**src/rtl/crc_pkg.sv**
```systemverilog
// Shared constants, FSM states and the byte-wise CRC-32 step
// used by the serial Ethernet FCS checker.
package crc_pkg;

    localparam logic [31:0] CRC32_POLY_REFL = 32'hEDB8_8320;
    localparam logic [31:0] CRC32_INIT      = 32'hFFFF_FFFF;
    localparam logic [31:0] CRC32_RESIDUE   = 32'hDEBB_20E3;

    typedef enum logic [1:0] {
        ST_IDLE,
        ST_SKIP,
        ST_BODY,
        ST_FCS
    } crc_state_e;

    // Reflected CRC-32: byte enters LSB first, eight serial steps.
    function automatic logic [31:0] crc32_byte_update(
        input logic [31:0] crc,
        input logic [7:0]  data
    );
        logic [31:0] c;
        c = crc ^ {24'h0, data};
        for (int i = 0; i < 8; i++) begin
            if (c[0]) c = (c >> 1) ^ CRC32_POLY_REFL;
            else      c = c >> 1;
        end
        return c;
    endfunction

endpackage

```
**src/rtl/crc32_byte_engine.sv**
```systemverilog
// Registered CRC-32 accumulator: loads the init value or
// folds in one byte per enabled cycle.
module crc32_byte_engine
    import crc_pkg::*;
(
    input  logic        clk_i,
    input  logic        rst_ni,
    input  logic        init_i,
    input  logic        en_i,
    input  logic [7:0]  byte_i,
    output logic [31:0] crc_o
);

    logic [31:0] crc_q;
    logic [31:0] crc_d;

    // Next CRC: init wins over a byte update.
    always_comb begin
        crc_d = crc_q;
        if (init_i) begin
            crc_d = CRC32_INIT;
        end else if (en_i) begin
            crc_d = crc32_byte_update(crc_q, byte_i);
        end
    end

    // CRC register.
    always_ff @(posedge clk_i or negedge rst_ni) begin
        if (!rst_ni) crc_q <= CRC32_INIT;
        else         crc_q <= crc_d;
    end

    assign crc_o = crc_q;

endmodule

```
**config.mk**
```make
export PLATFORM = sky130hd
export DESIGN_NAME = crc32_byte_engine
export DESIGN_NICKNAME = d
export VERILOG_FILES = /design/src/rtl/crc_pkg.sv /design/src/rtl/crc32_byte_engine.sv
export SDC_FILE = /design/constraint.sdc
export NUM_CORES = 1
export LEC_CHECK = 0
export CAP_MARGIN = 15
export CORE_MARGIN = 4
export CORE_UTILIZATION = 40
export CTS_CLUSTER_DIAMETER = 80
export CTS_CLUSTER_SIZE = 10
export DETAILED_ROUTE_END_ITERATION = 12
export SKIP_CTS_REPAIR_TIMING = 1
export SYNTH_ARGS = -nofsm -noshare
export SYNTH_HDL_FRONTEND = slang
export SYNTH_SLANG_ARGS = --single-unit
```
**constraint.sdc**
```tcl
create_clock -name clk_i -period 2.3 [get_ports clk_i]
set_clock_uncertainty 0.05 [all_clocks]
set_input_delay 0.23 -clock clk_i [delete_from_list [all_inputs] [get_ports clk_i]]
set_output_delay 0.23 -clock clk_i [all_outputs]
set_load 0.005 [all_outputs]
```
==> metrics <==
num rows=27; CTS H-tree depth=2; max-cap viol count=0; Worst path max stage delay=about 580 ps; largest net degree at the start of global routing=33; PwrDens=1350 mW/mm2; Synth Area in Simple Gates=0.0600; Syn Inst Count=168; Worst-Margin Slew=about 470 ps; fin crit share=0.848; final WL=approximately 5.1 mm; die width=approximately 83 um; Syn Std Cell Area=about 0.0023 mm2; Total Neg Setup Slack=0 ps; CP bufs+invs=0; Final ANT Viol Nets=0; Layout Utilization=0.537; DR vias=1469; vias in the first global route=roughly 1500; RD Place Congestion=just under 0.8; Leakage=1.24 nW; max FFs per register=32; DR vias/cell=just under 5; fin area=0.00296 mm2; clk_lat worst skew=roughly 280 ps; Syn. warnings=0; area delta synth->final=30.1%; FMAX=around 0.51 GHz; port bufs=43; GRT Overall Usage=0.154; Root Driver=clkbuf_8; Diodes inserted=0; Setup-failing EPs final=0; status=complete, no violations; fin nets=between 200 and 250; GRT overflow=0; clk sink count=32; initial antenna violation count=0; WL/cell=about 17 um; final count of pins violating max slew=0; CTS tree=yes; RSZ-0062 raised after global routing=no; peak supply drop=0.564 mV; die area=just under 0.007 mm2; chip height=83.4 um; combinational share of power=0.636; Seq/Total Area, Yosys=0.370; Switch Pwr=0.00129 W; HP Class=reg -> reg; CTS Buf Count=5; Clock Pin Slew Worst Setup and Hold Paths=60 ps; largest family of logic cells by synthesized area=XOR/XNOR gates; Clk pwr share=0.097; Hold Vio Cnt, Final=0; IO Pins=between 40 and 50; min cycle time layout=1950 ps; sw frac=0.324; FF+latch count, synth=32; worst-case clock buffer depth=2; Max-slew headroom=0.684; Placement Cell Area=0.00289 mm2; post-route insts no fill=around 300; Placed Instances=roughly 290; Initial Util=0.413; startpoint types=flip-flop; WS Path Type=reg -> reg; share of cells above drive strength 1=0.304; xor/xnor share of the synthesized area=0.430; Avg Inst Size Synth=roughly 14 um2; syn_nets=180; DR DRC count=0; CP top delay family=XOR/XNOR gates; compound-gate portion of the synthesized area=0.123; crit path cell chain=xor2_1 -> xnor3_1 -> xnor3_1 -> o21ai_0; CORE AREA=between 0.005 and 0.006 mm2; slowest CP cell=dfstp_2; first-pass GRT wire length=between 8 and 9 mm; CP Data Required Time=between 2000 and 2500 ps; drt first pass iters=4; mux contribution to synthesized area=0; Pint=between 0.002 and 0.003 W; CP max FO=4; crit path DAT=around 2100 ps; post-synthesis adder-cell area fraction=0; critical path's most frequent cell=xnor3_1; Cell variety after synth=22; worst hold margin=between 500 and 600 ps; Flop pwr share=0.267; Detailed Route Iter0 Violations=a little over 60; CP Capture Type=flip-flop; Final HPWL DP=slightly below 4 mm
==> synthesized netlist by cell type <==
library cell  count  area share
or3_1             1      0.0028
buf_1             1      0.0017
nor3_1            4      0.0088
a211o_1          19       0.073
nor2b_1          14       0.039
xor2_4            1       0.012
o21ai_1           3      0.0066
dfstp_2          32        0.37
xnor2_4           7       0.085
clkbuf_1          8       0.013
xnor3_1          12        0.12
xor2_1            5       0.019
o31a_1            1      0.0039
xor3_1            5       0.052
xnor2_1          26        0.10
a21oi_1          12       0.026
xnor2_2           3       0.021
o21ai_0           4      0.0088
a21bo_2           1      0.0044
clkinv_1          1      0.0017
nor2_1            6      0.0099
xnor3_2           2       0.021
==> cells in the final DEF (no fill, tap or decap) <==
| master | Yosys | routed |
|---|---|---|
| xnor3_1 | 12 | 12 |
| o21ai_1 | 3 | 3 |
| o31a_1 | 1 | 1 |
| xnor2_2 | 3 | 3 |
| xnor2_4 | 7 | 7 |
| a21bo_2 | 1 | 1 |
| clkbuf_8 | 0 | 5 |
| buf_4 | 0 | 17 |
| dfstp_2 | 32 | 32 |
| nor3_1 | 4 | 4 |
| nor2_1 | 6 | 6 |
| or3_1 | 1 | 1 |
| xnor3_2 | 2 | 2 |
| nor2b_1 | 14 | 14 |
| a21oi_1 | 12 | 12 |
| o21ai_0 | 4 | 4 |
| clkinv_1 | 1 | 1 |
| xor3_1 | 5 | 5 |
| clkdlybuf4s50_1 | 0 | 43 |
| xor2_4 | 1 | 1 |
| a211o_1 | 19 | 19 |
| xnor2_1 | 26 | 26 |
| xor2_1 | 5 | 5 |
==> power by group through the flow <==
stage	combinational (W)	clock [W]	sequential (W)
after global routing	0.00274	0.000429	0.00110
after CTS	0.00259	0.000411	0.00107
after global placement	0.00255	0	0.00107
final	0.00254	0.000387	0.00107
after floorplan	0.00179	0	0.00105
after detailed placement	0.00257	0	0.00108
==> per-stage QoR <==
step                      worst slack [ps]  total power (W)
after floorplan                        331          0.00285
after global placement                 142          0.00362
after detailed placement               109          0.00365
after CTS                              334          0.00407
after global routing                   231          0.00427
final                                  349          0.00400
==> layout make-up <==
cell class	instances	area [um2]
Sequential cell	32	841
Tap cell	72	90.1
Multi-Input combinational cell	126	1390
Clock buffer	5	68.8
Inverter	1	3.75
Fill cell	494	2550
Timing Repair Buffer	60	558
==> path summary, 6_finish.rpt <==
path | startpoint | endpoint | slack, ps | cells after the start
worst max-delay path | crc_o[3] | crc_o[19] | 350 | 4
worst min register to register | crc_o[17] | crc_o[17] | 510 | 2
min in group asynchronous | rst_ni | crc_o[20] | 600 | 2
worst min-delay path | crc_o[17] | crc_o[17] | 510 | 2
max in group asynchronous | rst_ni | crc_o[14] | 1560 | 2
worst max register to register | crc_o[3] | crc_o[19] | 350 | 4
==> worst min-delay path, delay by kind of cell (launching register included) <==
kind,cells,cell delay [ps]
compound gates,2,180
flops,1,380
==> metal layers <==
metal | global-route usage | up-vias | part of all wire
met1 | 0.205 | 725 | 0.46
met5 | 0 | - | 0
met2 | 0.250 | 40 | 0.48
met4 | 0.0357 | 0 | 0.0089
met3 | 0.0437 | 5 | 0.050
li1 | - | 699 | -
==> cell families (layout without fill, tap and decap cells) <==
group | after synthesis | in the layout
flip-flops | 32 | 32
AND/OR/NAND/NOR | 25 | 25
buffers and inverters | 10 | 66
AO/OA/AOI/OAI | 40 | 40
XOR/XNOR | 61 | 61
Power figures use the tool's default switching activity.
